==> src/rtl/stage1_preprocessor.sv <==
// Decode/operand stage ahead of the Stage 2 ALU: registers ALU operands and issues one-cycle unit strobes.
// Define PRE_MEM_TIMEOUT_EN to abort a memory wait after TIMEOUT_CYCLES cycles without data.
module stage1_preprocessor #(
    parameter int unsigned N              = 32,
    parameter int unsigned TIMEOUT_CYCLES = 16
) (
    input  logic         clock,
    input  logic         reset,
    input  logic         instr_valid,
    output logic         instr_ready,
    input  logic [31:0]  instr,
    input  logic [N-1:0] src1,
    input  logic [N-1:0] src2,
    input  logic [N-1:0] mem_data_in,
    input  logic         mem_data_valid,
    output logic [N-1:0] aluin1,
    output logic [N-1:0] aluin2,
    output logic [2:0]   operation,
    output logic [2:0]   opselect,
    output logic [4:0]   shift_number,
    output logic         enable_arith,
    output logic         enable_shift,
    output logic         mem_timeout
);

    localparam logic [2:0] OP_SHIFT   = 3'b000;
    localparam logic [2:0] OP_ARITH   = 3'b001;
    localparam logic [2:0] OP_MEMREAD = 3'b101;

    typedef enum logic [0:0] {
        IDLE,
        MEM_WAIT
    } state_t;

    state_t       state_q;
    logic [N-1:0] aluin1_q;
    logic [N-1:0] aluin2_q;
    logic [2:0]   operation_q;
    logic [2:0]   opselect_q;
    logic [4:0]   shift_number_q;
    logic         enable_arith_q;
    logic         enable_shift_q;
    logic [N-1:0] cap_src1_q;
    logic [2:0]   cap_op_q;

    logic [N-1:0] arith_b_d;
    logic [4:0]   shamt_d;

    // Register-field bits [15:12] carry nothing for this stage.
    logic unused_instr_bits;
    assign unused_instr_bits = ^instr[15:12];

`ifdef PRE_MEM_TIMEOUT_EN
    localparam int unsigned CW = (TIMEOUT_CYCLES > 1) ? $clog2(TIMEOUT_CYCLES) : 1;
    logic [CW-1:0] wait_cnt_q;
    logic          mem_timeout_q;
`else
    localparam int unsigned unused_timeout = TIMEOUT_CYCLES;
`endif

    always_comb begin
        arith_b_d = instr[11] ? {{(N-16){instr[31]}}, instr[31:16]} : src2;
        shamt_d   = instr[11] ? instr[10:6] : src2[4:0];
    end

    always_ff @(posedge clock) begin
        if (reset) begin
            state_q        <= IDLE;
            aluin1_q       <= '0;
            aluin2_q       <= '0;
            operation_q    <= '0;
            opselect_q     <= '0;
            shift_number_q <= '0;
            enable_arith_q <= 1'b0;
            enable_shift_q <= 1'b0;
            cap_src1_q     <= '0;
            cap_op_q       <= '0;
`ifdef PRE_MEM_TIMEOUT_EN
            wait_cnt_q     <= '0;
            mem_timeout_q  <= 1'b0;
`endif
        end else begin
            enable_arith_q <= 1'b0;
            enable_shift_q <= 1'b0;
`ifdef PRE_MEM_TIMEOUT_EN
            mem_timeout_q  <= 1'b0;
`endif
            case (state_q)
                IDLE: begin
                    if (instr_valid) begin
                        case (instr[2:0])
                            OP_ARITH: begin
                                aluin1_q       <= src1;
                                aluin2_q       <= arith_b_d;
                                operation_q    <= instr[5:3];
                                opselect_q     <= OP_ARITH;
                                shift_number_q <= '0;
                                enable_arith_q <= 1'b1;
                            end
                            OP_SHIFT: begin
                                aluin1_q       <= src1;
                                aluin2_q       <= src2;
                                operation_q    <= instr[5:3];
                                opselect_q     <= OP_SHIFT;
                                shift_number_q <= shamt_d;
                                enable_shift_q <= 1'b1;
                            end
                            OP_MEMREAD: begin
                                cap_src1_q <= src1;
                                cap_op_q   <= instr[5:3];
                                state_q    <= MEM_WAIT;
`ifdef PRE_MEM_TIMEOUT_EN
                                wait_cnt_q <= '0;
`endif
                            end
                            default: ;
                        endcase
                    end
                end
                MEM_WAIT: begin
                    if (mem_data_valid) begin
                        aluin1_q       <= cap_src1_q;
                        aluin2_q       <= mem_data_in;
                        operation_q    <= cap_op_q;
                        opselect_q     <= OP_MEMREAD;
                        shift_number_q <= '0;
                        enable_arith_q <= 1'b1;
                        state_q        <= IDLE;
`ifdef PRE_MEM_TIMEOUT_EN
                        wait_cnt_q     <= '0;
                    end else if (wait_cnt_q == CW'(TIMEOUT_CYCLES - 1)) begin
                        // This cycle is the TIMEOUT_CYCLES-th without data.
                        mem_timeout_q <= 1'b1;
                        wait_cnt_q    <= '0;
                        state_q       <= IDLE;
                    end else begin
                        wait_cnt_q <= wait_cnt_q + 1'b1;
`endif
                    end
                end
                default: state_q <= IDLE;
            endcase
        end
    end

    assign instr_ready  = (state_q == IDLE);
    assign aluin1       = aluin1_q;
    assign aluin2       = aluin2_q;
    assign operation    = operation_q;
    assign opselect     = opselect_q;
    assign shift_number = shift_number_q;
    assign enable_arith = enable_arith_q;
    assign enable_shift = enable_shift_q;
`ifdef PRE_MEM_TIMEOUT_EN
    assign mem_timeout  = mem_timeout_q;
`else
    assign mem_timeout  = 1'b0;
`endif

endmodule

==> config.mk <==
export PLATFORM = sky130hd
export DESIGN_NAME = stage1_preprocessor
export DESIGN_NICKNAME = d
export VERILOG_FILES = /design/src/rtl/stage1_preprocessor.sv
export SDC_FILE = /design/constraint.sdc
export NUM_CORES = 1
export LEC_CHECK = 0
export ABC_AREA = 0
export CORE_AREA = 4 4 118 120
export DETAILED_ROUTE_END_ITERATION = 7
export DIE_AREA = 0 0 122 124
export MAX_ROUTING_LAYER = met4
export PLACE_DENSITY_LB_ADDON = 0.15
export SYNTH_ARGS = -nofsm -noshare
export SYNTH_HDL_FRONTEND = slang
export SYNTH_SLANG_ARGS = --single-unit
==> constraint.sdc <==
create_clock -name clock -period 4.45 [get_ports clock]
set_input_delay 0.445 -clock clock [delete_from_list [all_inputs] [get_ports clock]]
set_output_delay 0.445 -clock clock [all_outputs]
set_load 0.02 [all_outputs]
==> impl_results.md, run 1 <==
* Final setup violation count at 0
* Hold Fails Final Rpt at 0
* Clock Skew at 0.007865 ns
* Most frequent cells in the layout: 202 x clkdlybuf4s50_1, 111 x dfxtp_1, 64 x a21oi_1, 60 x nand3_1, 52 x a211oi_1
* Post-Syn Area at 5101 um2
* Top-level I/O count at 211
* Setup ws final at 1.299 ns
* Grt total ovfl at 0
* Final ANT Viol Nets at 0
* Worst Hold Class: flop to flop
* Root Buffer: clkbuf_16
* Mapped Cells at 583
* Unique masters post-synth at 32
* CP cell instances: inv_1 > clkdlybuf4s50_1
* Leak pwr at 2.394 nW
* Yosys top cell by area: dfxtp_1
* Die W at 122 um
* Hold_buf cts at 0
* GRT Overall Usage at 23.12%
* Async set-reset flop share out of synthesis at 0%
* N_diodes at 0
* Routed wire length at 17550 um
* Least-Margin Pin Slew at 1.046 ns
* CP Max Fanout at 68
* Initial drt markers at 371
* Later-pin clock latency in the skew report at 0.36 ns
* Synthesized area per cell at 8.750 um2
* Core box area at 12980 um2
* Syn-to-layout area delta at 46.70%
* Post-DP HPWL at 11580 um
* Final period utilization at 70.80%
* Reg clk slew, reported paths at 0.08 ns
* Post-synth top area share at 43.95%
* Antenna violations before repair at 0
* Worst Setup End Kind: output pin
* Worst path max stage delay at 1.03 ns
* MaxCap Viol Count at 0
* Crit path time final at 3.151 ns
* Top_reg_cell synth: dfxtp_1
* Rel. slew slack at 30.19%
* Pwr dens at 320.4 nW/um2
* Maximum root-to-sink buffer count at 2
* Worst Path Arrival at 2.71 ns
* Die Ht at 124 um
* Peak supply drop at 0.2177 mV
* H-tree depth at 3
* Num rows at 42
* Top post-synthesis cells by area: dfxtp_1 44%, mux2i_1 7.8%, a211oi_1 7.7%
* NumNets Final at 868
* WP data required at 4.01 ns
* Leading cell type in the layout, fill and taps excluded: clkdlybuf4s50_1
* DIE AREA at 15130 um2
* Maximum operating frequency at 317.4 MHz
* Clock sinks at 112
* Sequential share of the synthesized area at 43.95%
* Postcts setup bufs at 0
* Vias in the first global route at 5081
* CP Class: flop to output pin
* Pre-CTS setup slack at 1.478 ns
* Final GP Congestion at 0.7981
* Ratio of cells with drive above 1 in the final layout at 4.858%
* CP startpoint kind: flop
* Yosys warnings at 0
* Setup TNS at 0 ns
* Via density at 5.715
* DR pass1 iterations at 5
* Wire per inst at 19.14 um
* Vias at 5241
* RSZ-0062 raised after global routing: no
* Crit-path slowest cell: dfxtp_4
* # DRC at 0
* Wire length of the first global-routing pass at 26840 um
* Seq cells post-synth at 112
* EDFF count, synth at 0
* TritonCTS clock tree: yes
* Final slew viol count at 0
* TritonCTS Buffers at 9
* Status: complete, no violations
* Largest net degree at the start of global routing at 90
* PortBufs at 204
* # resized after CTS at 0
* Starting Density at 39.30%
-- critical path, delay by kind of cell, from the launching register on --
kind / cells / cell delay [ns]
buffers and inverters: 2 / 1.31
flip-flops: 1 / 1.03
-- registers in the layout, summed over array words and instances (netlist names) --
name          cells
cap_src1_q       32
enable_shift      1
shift_number      5
opselect          2
state_q           1
operation         3
aluin1           32
enable_arith      1
aluin2           32
cap_op_q          3
-- logic make-up after synthesis --
| kind of cell | count (synthesis) | synth area share (%) |
|---|---|---|
| AO/OA/AOI/OAI | 202 | 25.39 |
| flip-flops | 112 | 43.95 |
| buffers and inverters | 76 | 6.451 |
| multiplexers | 40 | 7.849 |
| AND/OR/NAND/NOR | 152 | 16.29 |
| other | 1 | 0.07351 |
-- where the power goes --
group          internal [mW]  leakage [nW]  switching [mW]
Combinational          0.233          1.33           0.210
Sequential              1.04         0.912          0.0293
Clock                  0.494         0.156           0.387
-- per-stage QoR --
stage	util, %	area (um2)	hold WS, ns	std cells	power (mW)
2_1_floorplan	-	5105	0.4535	584	1.304
3_3_place_gp	55.21	7166	0.4528	901	1.533
3_5_place_dp	55.21	7166	0.4585	901	1.539
4_1_cts	57.65	7483	0.4671	917	2.421
5_1_grt	57.65	7483	0.4961	917	2.485
6_report	57.65	7483	0.4643	917	2.398
-- routing by layer --
| layer | global-route usage, % | vias to the layer above | wire, um |
|---|---|---|---|
| li1 | - | 2505 | - |
| met1 | 28.33 | 2487 | 7560 |
| met2 | 37.78 | 227 | 8207 |
| met3 | 5.677 | 22 | 1433 |
| met4 | 7.353 | 0 | 346 |
| met5 | - | - | 0 |
-- area by class of cell --
cell class | instances | area [um2]
fill | 1215 | 5497
tap | 176 | 220.2
sequential | 112 | 2246
multi-input combinational | 396 | 2575
inverter | 2 | 7.507
clock buffer | 9 | 225.2
clock inverter | 7 | 92.59
timing repair buffer | 215 | 2117
-- worst paths after layout --
| kind | start | to | slack, ns | depth (start not counted) |
|---|---|---|---|---|
| worst max-delay path | state_q | instr_ready | 1.30 | 2 |
| worst min-delay path | shift_number[0] | shift_number[0] | 0.46 | 2 |
| worst max register to register | state_q | aluin1[19] | 1.50 | 4 |
| worst min register to register | shift_number[0] | shift_number[0] | 0.46 | 2 |
-- cells in the mapped netlist, drive strengths merged (2+ instances only) --
| cell | number |
|---|---|
| dfxtp | 112 |
| a21oi | 64 |
| nand3 | 60 |
| clkbuf | 53 |
| a211oi | 52 |
| nor3 | 48 |
| o21ai | 45 |
| mux2i | 40 |
| nand2b | 22 |
| o32ai | 22 |
| buf | 21 |
| a311oi | 10 |
| and2 | 6 |
| a221oi | 5 |
| nor2 | 4 |
| or4 | 4 |
| inv | 2 |
| nand2 | 2 |
| or3 | 2 |
Note: power is estimated with default switching activity, not from simulation.
==> run 2: changes to the inputs <==
==> constraint.sdc (replaced) <==
create_clock -name clock -period 3.29 [get_ports clock]
set_input_delay 0.329 -clock clock [delete_from_list [all_inputs] [get_ports clock]]
set_output_delay 0.329 -clock clock [all_outputs]
set_load 0.02 [all_outputs]
==> impl_results.md, run 2 (synthesized netlist as in run 1, its figures left out) <==
* Fin Hold WS at 0.4647 ns (+0.0004380 ns)
* Status: complete, no violations
* Die W at 122 um (unchanged)
* Antenna violations before repair at 0 (unchanged)
* Pwr dens at 422.5 nW/um2 (+32%)
* DR top layer: met4
* Via density at 5.716 (about the same)
* # DRC at 0 (unchanged)
* Hold Path Sink: shift_number[2]
* Setup TNS at 0 ns (unchanged)
* Maximum root-to-sink buffer count at 2 (unchanged)
* Clock Skew at 0.003449 ns (-0.004417 ns)
* TritonCTS Buffers at 9 (unchanged)
* PortBufs at 204 (unchanged)
* Crit path time final at 2.384 ns
* RSZ-0062 raised after global routing: no
* Routed wire length at 17790 um (+1.4%)
* CP Buf/Inv Count at 2 (unchanged)
* Met3 WL at 1368 um (-4.5%)
* Hold Path Cell Cnt at 2 (unchanged)
* Die Ht at 124 um (unchanged)
* H-tree depth at 3 (unchanged)
* Worst Path Arrival at 2.05 ns (-0.66 ns)
* Most frequent cells in the layout: 202 x clkdlybuf4s50_1, 111 x dfxtp_1, 64 x a21oi_1, 60 x nand3_1, 52 x a211oi_1
* Top-level I/O count at 211 (unchanged)
* CP top delay family: buffers and inverters
* Leak pwr at 2.409 nW (+0.61%)
* N_diodes at 0 (unchanged)
* Vias in the first global route at 5092 (+0.22%)
* WP data required at 2.96 ns (-1.05 ns)
* Ratio of cells with drive above 1 in the final layout at 5.108% (+0.25 points)
* Clock sinks at 112 (unchanged)
* Largest net degree at the start of global routing at 98 (+8.9%)
* GRT Overall Usage at 23.01% (-0.11 points)
* Post-DP HPWL at 11730 um (+1.3%)
* Grt total ovfl at 0 (unchanged)
* Least-Margin Pin Slew at 0.9603 ns (-0.08570 ns)
* Met1 wire length at 7584 um (+0.32%)
* Hold_buf cts at 0 (unchanged)
* Reg area at 2246 um2 (unchanged)
* RR Endpoint: cap_src1_q[13]
* Starting Density at 39.30% (unchanged)
* FF-to-FF path depth at 5 (+1)
* Reg clk slew, reported paths at 0.07 ns (about the same)
* Maximum operating frequency at 419.5 MHz
* R2r setup slk at 1.14 ns (-0.36 ns)
* Multi-input logic area at 2575 um2 (unchanged)
* Postcts setup bufs at 0 (unchanged)
* Final slew viol count at 0 (unchanged)
* Final setup violation count at 0 (unchanged)
* CP cell instances: inv_1 > clkdlybuf4s50_1
* NumNets Final at 871 (+0.35%)
* TritonCTS clock tree: yes
* MaxCap Viol Count at 0 (unchanged)
* DR pass1 iterations at 5 (unchanged)
* Hold Fails Final Rpt at 0 (unchanged)
* Root Buffer: clkbuf_16
* Wire length of the first global-routing pass at 26830 um (about the same)
* Core box area at 12980 um2 (unchanged)
* Worst Setup End Kind: output pin
* Crit-path slowest cell: clkdlybuf4s50_1
* Final GP Congestion at 0.7834 (-1.8%)
* Critical path depth at 2 (unchanged)
* Final period utilization at 72.45%
* Worst Hold Class: flop to flop
* Post-layout util at 57.97% (+0.32 points)
* Syn-to-layout area delta at 47.51%
* Fill count at 1142 (-6.0%)
* CP Max Fanout at 22 (-68%)
* Leading cell type in the layout, fill and taps excluded: clkdlybuf4s50_1
* # resized after CTS at 0 (unchanged)
* DIE AREA at 15130 um2 (unchanged)
* Hold Startpoint: shift_number[2]
* Worst path max stage delay at 0.73 ns (-0.30 ns)
* Num rows at 42 (unchanged)
* Vias at 5259 (+0.34%)
* Peak supply drop at 0.2029 mV (-6.8%)
* Met2 Wirelength at 8527 um (+3.9%)
* CP Class: flop to output pin
* Later-pin clock latency in the skew report at 0.35 ns (about the same)
* Final ANT Viol Nets at 0 (unchanged)
* Rel. slew slack at 35.98% (+5.8 points)
* Wire per inst at 19.34 um (+1.1%)
* Initial drt markers at 372 (+0.27%)
* CP startpoint kind: flop
* R2r startpoint: state_q
[run 2: cell type report]
cell class / count / area share [%]
clock buffer: 11 / 3.226
clock inverter: 5 / 0.7483
inverter: 2 / 0.09977
multi-input combinational: 396 / 34.22
sequential: 112 / 29.85
tap: 176 / 2.927
timing repair buffer: 218 / 28.93
[run 2: layer usage]
layer,global-route usage [%],vias to the layer above
met1,28.52,2527
met2,38.26,209
met5,-,-
met3,4.223,18
met4,7.353,0
li1,-,2505
[run 2: worst max-delay path by stage]
stage | startpoint | end | slack [ns]
floorplan | instr[2] | aluin2[20] | 1.63
global placement | instr[0] | aluin2[2] | 0.88
detailed placement | instr[11] | aluin2[26] | 0.80
CTS | state_q | instr_ready | 0.89
global route | state_q | instr_ready | 0.80
finish | state_q | instr_ready | 0.91
[run 2: through the flow]
step / cells / instance area (um2) / power, mW / setup slack [ns]
3_3_place_gp: 904 / 7226 / 2.079 / 0.8758
5_1_grt: 920 / 7525 / 3.300 / 0.7952
4_1_cts: 920 / 7525 / 3.201 / 0.8920
3_5_place_dp: 904 / 7226 / 2.091 / 0.8009
6_report: 920 / 7525 / 3.179 / 0.9064
2_1_floorplan: 584 / 5105 / 1.763 / 1.634
[run 2: power by group]
group	total [mW]	switching (mW)	internal, mW
combinational	0.614	0.293	0.321
sequential	1.45	0.0330	1.41
clock	1.12	0.507	0.611
[run 2: worst min-delay path: cells and delay by family (launching register included)]
family / cells / cell delay, ns
AOI/OAI and AO/OA: 1 / 0.05
DFF: 1 / 0.31
and+or+nand+nor: 1 / 0.06
